**src/rtl/guess_game_pkg.sv**
```systemverilog
// Shared types and constants for the number-guessing game core.
package guess_game_pkg;

  typedef enum logic [2:0] {
    ST_IDLE,
    ST_DRAW,
    ST_WAIT_GUESS,
    ST_JUDGE,
    ST_RESULT,
    ST_GAME_OVER
  } state_t;

  localparam logic [6:0] SEG_DASH  = 7'b111_1110;
  localparam logic [6:0] SEG_BLANK = 7'b111_1111;

  // Range of the drawn target per game mode; callers truncate to their width.
  function automatic logic [15:0] mode_mask(input logic [1:0] mode);
    case (mode)
      2'd0:    return 16'h0003;
      2'd1:    return 16'h0007;
      default: return 16'hFFFF;
    endcase
  endfunction

  // Feedback taps of a maximal-length Fibonacci LFSR, shifting toward the MSB.
  function automatic logic [15:0] lfsr_taps(input int w);
    case (w)
      2:       return 16'h0003;
      3:       return 16'h0006;
      4:       return 16'h000C;
      5:       return 16'h0014;
      6:       return 16'h0030;
      7:       return 16'h0060;
      8:       return 16'h00B8;
      default: return 16'hD008;
    endcase
  endfunction

endpackage

```
**src/rtl/hex_to_sseg.sv**
```systemverilog
// Hex nibble to active-low seven-segment pattern, ordered {a..g}.
module hex_to_sseg
  import guess_game_pkg::*;
(
  input  logic [3:0] hex,
  output logic [6:0] seg
);

  always_comb begin
    seg = SEG_BLANK;
    case (hex)
      4'h0: seg = 7'b000_0001;
      4'h1: seg = 7'b100_1111;
      4'h2: seg = 7'b001_0010;
      4'h3: seg = 7'b000_0110;
      4'h4: seg = 7'b100_1100;
      4'h5: seg = 7'b010_0100;
      4'h6: seg = 7'b010_0000;
      4'h7: seg = 7'b000_1111;
      4'h8: seg = 7'b000_0000;
      4'h9: seg = 7'b000_0100;
      4'hA: seg = 7'b000_1000;
      4'hB: seg = 7'b110_0000;
      4'hC: seg = 7'b011_0001;
      4'hD: seg = 7'b100_0010;
      4'hE: seg = 7'b011_0000;
      4'hF: seg = 7'b011_1000;
      default: seg = SEG_BLANK;
    endcase
  end

endmodule

```
**src/rtl/guess_game_core.sv**
```systemverilog
// Guessing game: LFSR target draw, judge/score FSM and 8-digit scanned display.
// state        | meaning
// IDLE         | waiting for first submit
// DRAW         | latch masked target and mode, clear tries
// WAIT_GUESS   | waiting for a guess submit
// JUDGE        | compare guess, update score
// RESULT       | hold playSound for RESULT_CYCLES
// GAME_OVER    | mode 3 out of tries, scores frozen until submit
module guess_game_core
  import guess_game_pkg::*;
#(
  parameter int GUESS_W       = 4,
  parameter int CNT_W         = 8,
  parameter int MAX_TRIES     = 3,
  parameter int RESULT_CYCLES = 50_000_000,
  parameter int SCAN_DIV      = 100_000,
  parameter logic [GUESS_W-1:0] SEED = GUESS_W'(1)
) (
  input  logic               clock,
  input  logic               reset,
  input  logic [1:0]         gameMode,
  input  logic [GUESS_W-1:0] userGuess,
  input  logic               ready,
  output logic [GUESS_W-1:0] randValue,
  output logic [CNT_W-1:0]   userCorrect,
  output logic [CNT_W-1:0]   userIncorrect,
  output logic               playSound,
  output logic               val,
  output logic [7:0]         AN,
  output logic [6:0]         C
);

  localparam int RES_W  = $clog2(RESULT_CYCLES + 1);
  localparam int SCAN_W = (SCAN_DIV > 1) ? $clog2(SCAN_DIV) : 1;
  localparam int TRY_W  = $clog2(MAX_TRIES + 1);
  localparam logic [GUESS_W-1:0] TAPS = GUESS_W'(lfsr_taps(GUESS_W));

  state_t             state;
  logic [GUESS_W-1:0] lfsr, masked, guess_q;
  logic [1:0]         mode_q;
  logic [TRY_W-1:0]   tries;
  logic [RES_W-1:0]   res_timer;
  logic [SCAN_W-1:0]  scan_timer;
  logic [2:0]         digit;
  logic               ready_q, submit, show_target, use_hex;
  logic [3:0]         nib;
  logic [6:0]         seg_hex;
  logic [7:0]         corr8, incorr8, rand8;

  assign masked = lfsr & GUESS_W'(mode_mask(gameMode));
  assign submit = ready & ~ready_q;

  // ready_q resets high so a button held through reset is not a submit.
  always_ff @(posedge clock or posedge reset) begin
    if (reset) begin
      lfsr    <= SEED;
      ready_q <= 1'b1;
    end else begin
      lfsr    <= {lfsr[GUESS_W-2:0], ^(lfsr & TAPS)};
      ready_q <= ready;
    end
  end

  always_ff @(posedge clock or posedge reset) begin
    if (reset) begin
      state         <= ST_IDLE;
      randValue     <= '0;
      mode_q        <= '0;
      guess_q       <= '0;
      tries         <= '0;
      res_timer     <= '0;
      val           <= 1'b0;
      playSound     <= 1'b0;
      userCorrect   <= '0;
      userIncorrect <= '0;
    end else begin
      case (state)
        ST_IDLE: if (submit) state <= ST_DRAW;
        ST_DRAW: begin
          randValue <= masked;
          mode_q    <= gameMode;
          tries     <= '0;
          state     <= ST_WAIT_GUESS;
        end
        ST_WAIT_GUESS: if (submit) begin
          guess_q <= userGuess;
          state   <= ST_JUDGE;
        end
        ST_JUDGE: begin
          res_timer <= RES_W'(RESULT_CYCLES - 1);
          playSound <= 1'b1;
          state     <= ST_RESULT;
          if (guess_q == randValue) begin
            val <= 1'b1;
            if (userCorrect != '1) userCorrect <= userCorrect + 1'b1;
          end else begin
            val <= 1'b0;
            if (userIncorrect != '1) userIncorrect <= userIncorrect + 1'b1;
            if (tries != '1) tries <= tries + 1'b1;
          end
        end
        ST_RESULT: begin
          if (res_timer == '0) begin
            playSound <= 1'b0;
            if (val)
              state <= ST_DRAW;
            else if (mode_q == 2'd3 && tries == TRY_W'(MAX_TRIES))
              state <= ST_GAME_OVER;
            else
              state <= ST_WAIT_GUESS;
          end else begin
            res_timer <= res_timer - 1'b1;
          end
        end
        ST_GAME_OVER: if (submit) begin
          userCorrect   <= '0;
          userIncorrect <= '0;
          state         <= ST_DRAW;
        end
        default: state <= ST_IDLE;
      endcase
    end
  end

  always_ff @(posedge clock or posedge reset) begin
    if (reset) begin
      scan_timer <= SCAN_W'(SCAN_DIV - 1);
      digit      <= '0;
    end else if (scan_timer == '0) begin
      scan_timer <= SCAN_W'(SCAN_DIV - 1);
      digit      <= digit + 3'd1;
    end else begin
      scan_timer <= scan_timer - 1'b1;
    end
  end

  assign AN          = ~(8'b1 << digit);
  assign show_target = (state == ST_RESULT && val) || state == ST_GAME_OVER;
  assign corr8       = 8'(userCorrect);
  assign incorr8     = 8'(userIncorrect);
  assign rand8       = 8'(randValue);

  always_comb begin
    nib     = 4'h0;
    use_hex = 1'b1;
    case (digit)
      3'd0: nib = corr8[3:0];
      3'd1: nib = corr8[7:4];
      3'd2: nib = incorr8[3:0];
      3'd3: nib = incorr8[7:4];
      3'd6: if (show_target) nib = rand8[3:0]; else use_hex = 1'b0;
      3'd7: if (show_target) nib = rand8[7:4]; else use_hex = 1'b0;
      default: use_hex = 1'b0;
    endcase
  end

  hex_to_sseg u_sseg (
    .hex (nib),
    .seg (seg_hex)
  );

  assign C = use_hex ? seg_hex : SEG_DASH;

endmodule

```
**config.mk**
```make
export PLATFORM = sky130hd
export DESIGN_NAME = guess_game_core
export DESIGN_NICKNAME = d
export VERILOG_FILES = /design/src/rtl/guess_game_pkg.sv /design/src/rtl/hex_to_sseg.sv /design/src/rtl/guess_game_core.sv
export SDC_FILE = /design/constraint.sdc
export NUM_CORES = 1
export LEC_CHECK = 0
export BUFFER_PORTS_ARGS = -buffer_cell sky130_fd_sc_hd__buf_2
export CAP_MARGIN = 10
export CORE_UTILIZATION = 55
export DETAILED_ROUTE_END_ITERATION = 10
export GPL_ROUTABILITY_DRIVEN = 1
export HOLD_SLACK_MARGIN = 0.03
export PLACE_DENSITY_LB_ADDON = 0.25
export SLEW_MARGIN = 20
export SYNTH_ARGS = -nofsm -noshare
export SYNTH_HDL_FRONTEND = slang
export SYNTH_SLANG_ARGS = --single-unit
```
**constraint.sdc**
```tcl
create_clock -name clock -period 5.4 [get_ports clock]
set_input_delay 1.08 -clock clock [delete_from_list [all_inputs] [get_ports clock]]
set_output_delay 1.08 -clock clock [all_outputs]
set_load 0.03 [all_outputs]
```
==> results.toml, run 1 <==
[global_routing]
overflow = 0
grt_pass1_vias = 3785
grt_max_degree = 51
antenna_found_initial = 0
grt_pass1_wl_mm = 17.64
grtUsageTotal_pct = 25.13

[timing]
final_hold_viol_count = 0
finalSetupTns_ps = 0
fin_crit_ps = 4395
grt_setup_unrepaired = "no"
drv_slew = 0
slew-limit-headroom_pct = 35.68
setup_viol = 0
skew_ps = 11.55
max_freq_ghz = 0.2275
fin_crit_sh_pct = 81.39
max_slew.worst_pin.slew_ps = 961.3

[worst_setup_path]
cp-start-kind = "register"
critPathCaptureType = "primary output"
worstPathRequired_ps = 4320
cp_max_fo = 7
cp.arrival_ps = 3320
path_class = "register to primary output"

[placed_design]
gp_congestion = 0.8831
dpl-instance-area_sq_mm = 0.005054
dp_hpwl_mm = 7.662
port_buffers = 45

[yosys]
synth_seq_area_share_pct = 44.35
synth_fp_nets = 535
synth_area_sq_mm = 0.004773
synthArstFlopShare_pct = 100.0
yosysTopAreaCell = "dfrtp_1"
yosysUniqueCellTypes = 67
synth_cells = 508
yosys_warnings = 0
yosysMostFrequentCell = "dfrtp_1"
synth_common_cells = "dfrtp_1 (72), nand2_1 (61), nor2_1 (46), xnor2_1 (26)"
synth_top_area_share_pct = 37.75
ys_seq_elements = 84
ys_top_cells_by_area = "dfrtp_1 (38%), dfstp_2 (6.6%), nand2_1 (4.8%), xnor2_1 (4.8%), ha_1 (4.7%)"
synth_edf_count = 0
synth_ff_type = "dfrtp_1"
synth.avg_cell_area_sq_um = 9.396

[drt]
first_pass_iters = 6
drtIter0Drc = 285
drcViolationCount = 0
vias = 4077
routed_wirelength_mm = 10.76
via_per_inst = 6.215
wl_per_cell_um = 16.41
ant_nets = 0

[power_and_ir_drop]
ir_drop_uv = 168.3
cellPowerDensity_mw_per_mm2 = 415.4
leakage_nw = 2.232

[cells_and_area]
final_cell_area_sq_mm = 0.005236
antenna_cells = 0
layout-drive-gt1-share_pct = 17.97
area_delta_synth_final_pct = 9.699
nets = 573

[cts]
cts_setup_buffers = 0
root_buffer = "clkbuf_8"
numCtsBuffers = 9
cts_resized = 0
clkTransAtPathRegs_ps = 90
cts_max_path_buffers = 2
cts_tree = "done"
cts_max_level = 3
clk_latency_ps = 360
hold_buffers = 0
numClockSinks = 84

[run_status]
status = "completed"

[floorplanning]
die_y_um = 95.16
die_w_um = 95.16
initial_utilization_pct = 57.52
die_area_sq_mm = 0.009055
boundaryPins = 46
rows = 33
core_sq_mm = 0.008299

[flow_run]
cap_violations = 0

[worst_hold_path]
hold_path_class = "register to register"
cell type report:
| type | count | area [sq um] |
|---|---|---|
| fillers | 703 | 3063 |
| flip-flops and latches | 84 | 2117 |
| clock buffers | 9 | 123.9 |
| clock inverters | 7 | 58.81 |
| repair buffers | 47 | 240.2 |
| well taps | 105 | 131.4 |
| inverters | 21 | 80.08 |
| multi-input cells | 383 | 2485 |
routing by layer:
layer	track usage [%]	part of all wire [%]	up-vias
met1	33.50	45	1999
met2	38.45	47	118
met3	5.024	4.6	34
met4	13.51	3.3	0
met5	0	0	-
li1	-	-	1926
state kept, by name (all words and copies together) (netlist names):
register,count
digit,3
guess_q,4
lfsr,4
mode_q,2
playSound,1
randValue,4
ready_q,1
res_timer,26
scan_timer,17
state,3
tries,2
userCorrect,8
userIncorrect,8
val,1
cell families (layout without fill, tap and decap cells):
family	count (synthesis)	after routing	share of synthesized area (%)
and+or+nand+nor	223	223	24.59
AOI/OAI and AO/OA	98	98	14.29
DFF	84	84	44.35
buffers and inverters	41	84	3.591
xor gates and xnor gates	34	34	6.239
adders and majority gates	18	18	4.718
muxes	10	10	2.228
per-stage QoR:
stage	std cells	hold slack, ps	total power, mW	utilization, %	worst slack [ps]
floorplan	508	353.5	1.538	-	928.7
global placement	640	387.6	1.725	60.89	1566
detailed placement	640	385.1	1.754	60.89	1397
CTS	656	402.4	2.181	63.09	978.1
global route	656	407.1	2.321	63.09	716.1
finish	656	403.4	2.175	63.09	1005
power breakdown:
group	internal [mW]	switching (mW)
logic	0.289	0.474
registers	0.786	0.205
clock network	0.174	0.246
worst paths after layout:
check                      cells past startpoint                   endpoint  slack [ps]                       from
max in group asynchronous                      3       state[2]$_DFFE_PP0P_        3610                      reset
min                                            0          lfsr[2]$_DFF_PP0_         400          lfsr[1]$_DFF_PP0_
max reg2reg                                    5  res_timer[17]$_DFFE_PP0P_        2450  res_timer[14]$_DFFE_PP0P_
max                                           11                       C[2]        1000       digit[0]$_DFFE_PP0P_
min reg2reg                                    0          lfsr[2]$_DFF_PP0_         400          lfsr[1]$_DFF_PP0_
min in group asynchronous                      2    scan_timer[6]$_DFF_PP0_         760                      reset
cells in the final DEF, fill, tap and decap left out, types with 4 or more instances in the layout:
master / count
o211ai_1: 5
or3_1: 12
mux2i_1: 5
or4_1: 15
nand3_1: 22
nand3b_1: 4
or2_2: 5
nand4_1: 4
mux2_2: 5
nor4_1: 12
and3_1: 7
xnor2_1: 26
o21ai_0: 22
xor2_1: 8
a31oi_1: 5
dfrtp_1: 72
ha_1: 18
nor2_1: 46
o31ai_1: 10
nand2_1: 61
dfstp_2: 12
nor3_1: 12
clkbuf_8: 9
buf_2: 45
a21oi_1: 16
a211oi_1: 4
a31o_2: 5
inv_1: 20
critical path: stages, from the launching register on:
cell,delay [ps]
dfrtp_1,430
inv_1,170
ha_1,320
and2_1,200
inv_1,70
nor3_1,250
a221oi_1,140
or2_2,350
ha_1,210
mux2_2,250
o311ai_0,320
buf_2,270
Power figures use the tool's default switching activity.
==> run 2: changes to the inputs <==
clock period = 4.3 ns   (was 5.4 ns; I/O delays follow)
==> results.toml, run 2 (synthesis gave the netlist of run 1 again) <==
[run_status]
status = "completed"

[cells_and_area]
area_delta_synth_final_pct = 11.17
antenna_cells = 0
max_flop_register = "res_timer"
fin_cells = 658
fillers = 679
nets = 575
top_regs = "res_timer (26), scan_timer (17)"
layout-drive-gt1-share_pct = 19.53
largest_reg_flops = 26
final_common_cell = "dfrtp_1"
final_cell_mix = "dfrtp_1 (72), nand2_1 (61), nor2_1 (46)"

[power_and_ir_drop]
p_sw_mw = 1.154
ir_drop_uv = 203.3
p_comb_share_pct = 34.5
power_frac_seq_pct = 44.6
cellPowerDensity_mw_per_mm2 = 525.9
p_clk_share_pct = 20.9
leakage_nw = 2.259
p_int_mw = 1.637
swShare_pct = 41.33

[floorplanning]
boundaryPins = 46
rows = 33
die_area_sq_mm = 0.009055
die_w_um = 95.16
initial_utilization_pct = 57.52
core_sq_mm = 0.008299
die_y_um = 95.16

[global_routing]
grtUsageMet3_pct = 4.625
grt_max_degree = 45
grt_util_met2_pct = 39.76
antenna_found_initial = 0
grtUsageTotal_pct = 25.42
grt_pass1_vias = 3792
met1_usage_pct = 34.38
overflow = 0
grt_pass1_wl_mm = 17.91
grt_busiest_layer = "met2"

[worst_setup_path]
cp_max_fo = 7
cp.arrival_ps = 3190
slowest_stage = "dfrtp_1"
cp-start-kind = "register"
path_class = "register to primary output"
reg2reg_setup_slack_ps = 1330
crit_buf_inv = 3
critPathCaptureType = "primary output"
cp_slowest_stage_delay_ps = 440
critPathTopFamily = "simple AND/OR/NAND/NOR gates"
cp_cell_sequence = "inv_2, ha_2, and2_1, inv_1, nor3_2, a221oi_2, or2_2, ha_1, a211oi_1, a2111oi_1, a31oi_1, buf_2"
worstPathRequired_ps = 3440

[timing]
max_freq_ghz = 0.2471
max_slew.worst_pin.slew_ps = 869.7
finalSetupTns_ps = 0
final_hold_viol_count = 0
slew-limit-headroom_pct = 41.96
fin_crit_ps = 4046
skew_ps = 8.915
drv_slew = 0
fin_crit_sh_pct = 94.10
grt_setup_unrepaired = "no"
setup_viol = 0

[drt]
routed_wirelength_mm = 10.69
ant_nets = 0
drtIter0Drc = 240
first_pass_iters = 5
drcViolationCount = 0
vias = 4048
wl_per_cell_um = 16.24
via_per_inst = 6.152

[cts]
cts_tree = "done"
cts_setup_buffers = 0
root_buffer = "clkbuf_8"
cts_max_level = 3
cts_max_path_buffers = 2
numCtsBuffers = 9
cts_resized = 0
hold_buffers = 0
clkTransAtPathRegs_ps = 90
numClockSinks = 84
clk_latency_ps = 350

[placed_design]
gp_congestion = 0.9008
dp_hpwl_mm = 7.752
place_inst = 642
port_buffers = 45

[worst_hold_path]
hold_path_class = "register to register"

[flow_run]
cap_violations = 0
-- run 2: cell types whose count changed in the layout (fill, tap and decap cells not counted), sizes merged --
cell and change:
buf +2, clkinv -1, inv +1, clkinvlp -1
bufinv +1
-- run 2: power by group through the flow --
stage               registers (mW)  logic, mW  clock network, mW
global route                  1.28       1.08              0.633
CTS                           1.24      0.952              0.600
finish                        1.24      0.963              0.584
floorplan                     1.28      0.653                  0
detailed placement            1.25      0.947                  0
global placement              1.24      0.924                  0
-- run 2: final timing paths --
path,startpoint,end,cells past startpoint
worst max-delay path,digit[0]$_DFFE_PP0P_,C[3],12
worst min-delay path,lfsr[0]$_DFF_PP1_,lfsr[1]$_DFF_PP0_,0
worst max register to register,res_timer[8]$_DFFE_PP0P_,res_timer[17]$_DFFE_PP0P_,5
worst min register to register,lfsr[0]$_DFF_PP1_,lfsr[1]$_DFF_PP0_,0
max in group asynchronous,reset,ready_q$_DFF_PP1_,3
min in group asynchronous,reset,scan_timer[5]$_DFF_PP0_,2
-- run 2: area by class of cell --
cell class,count,area (sq um),area share [%]
multi-input combinational,383,2515,47.39
inverter,21,80.08,1.509
clock buffer,9,123.9,2.334
timing repair buffer,49,257.7,4.857
sequential,84,2117,39.90
clock inverter,7,81.33,1.533
tap,105,131.4,2.476
-- run 2: per-stage QoR --
step	power [mW]	area (sq um)	hold slack [ps]	worst slack (ps)	utilization, %
detailed placement	2.197	5069	396.6	525.8	61.07
global placement	2.164	5069	385.9	683.9	61.07
CTS	2.789	5274	418.8	110.1	63.55
floorplan	1.932	4773	353.5	48.68	-
finish	2.791	5306	409.8	253.6	63.94
global route	2.985	5306	425.2	47.64	63.94
-- run 2: routing by layer --
layer	vias up	share of wire (%)
met5	-	0
met4	0	2.2
met3	21	4.8
met2	140	47
met1	1950	46
li1	1937	-
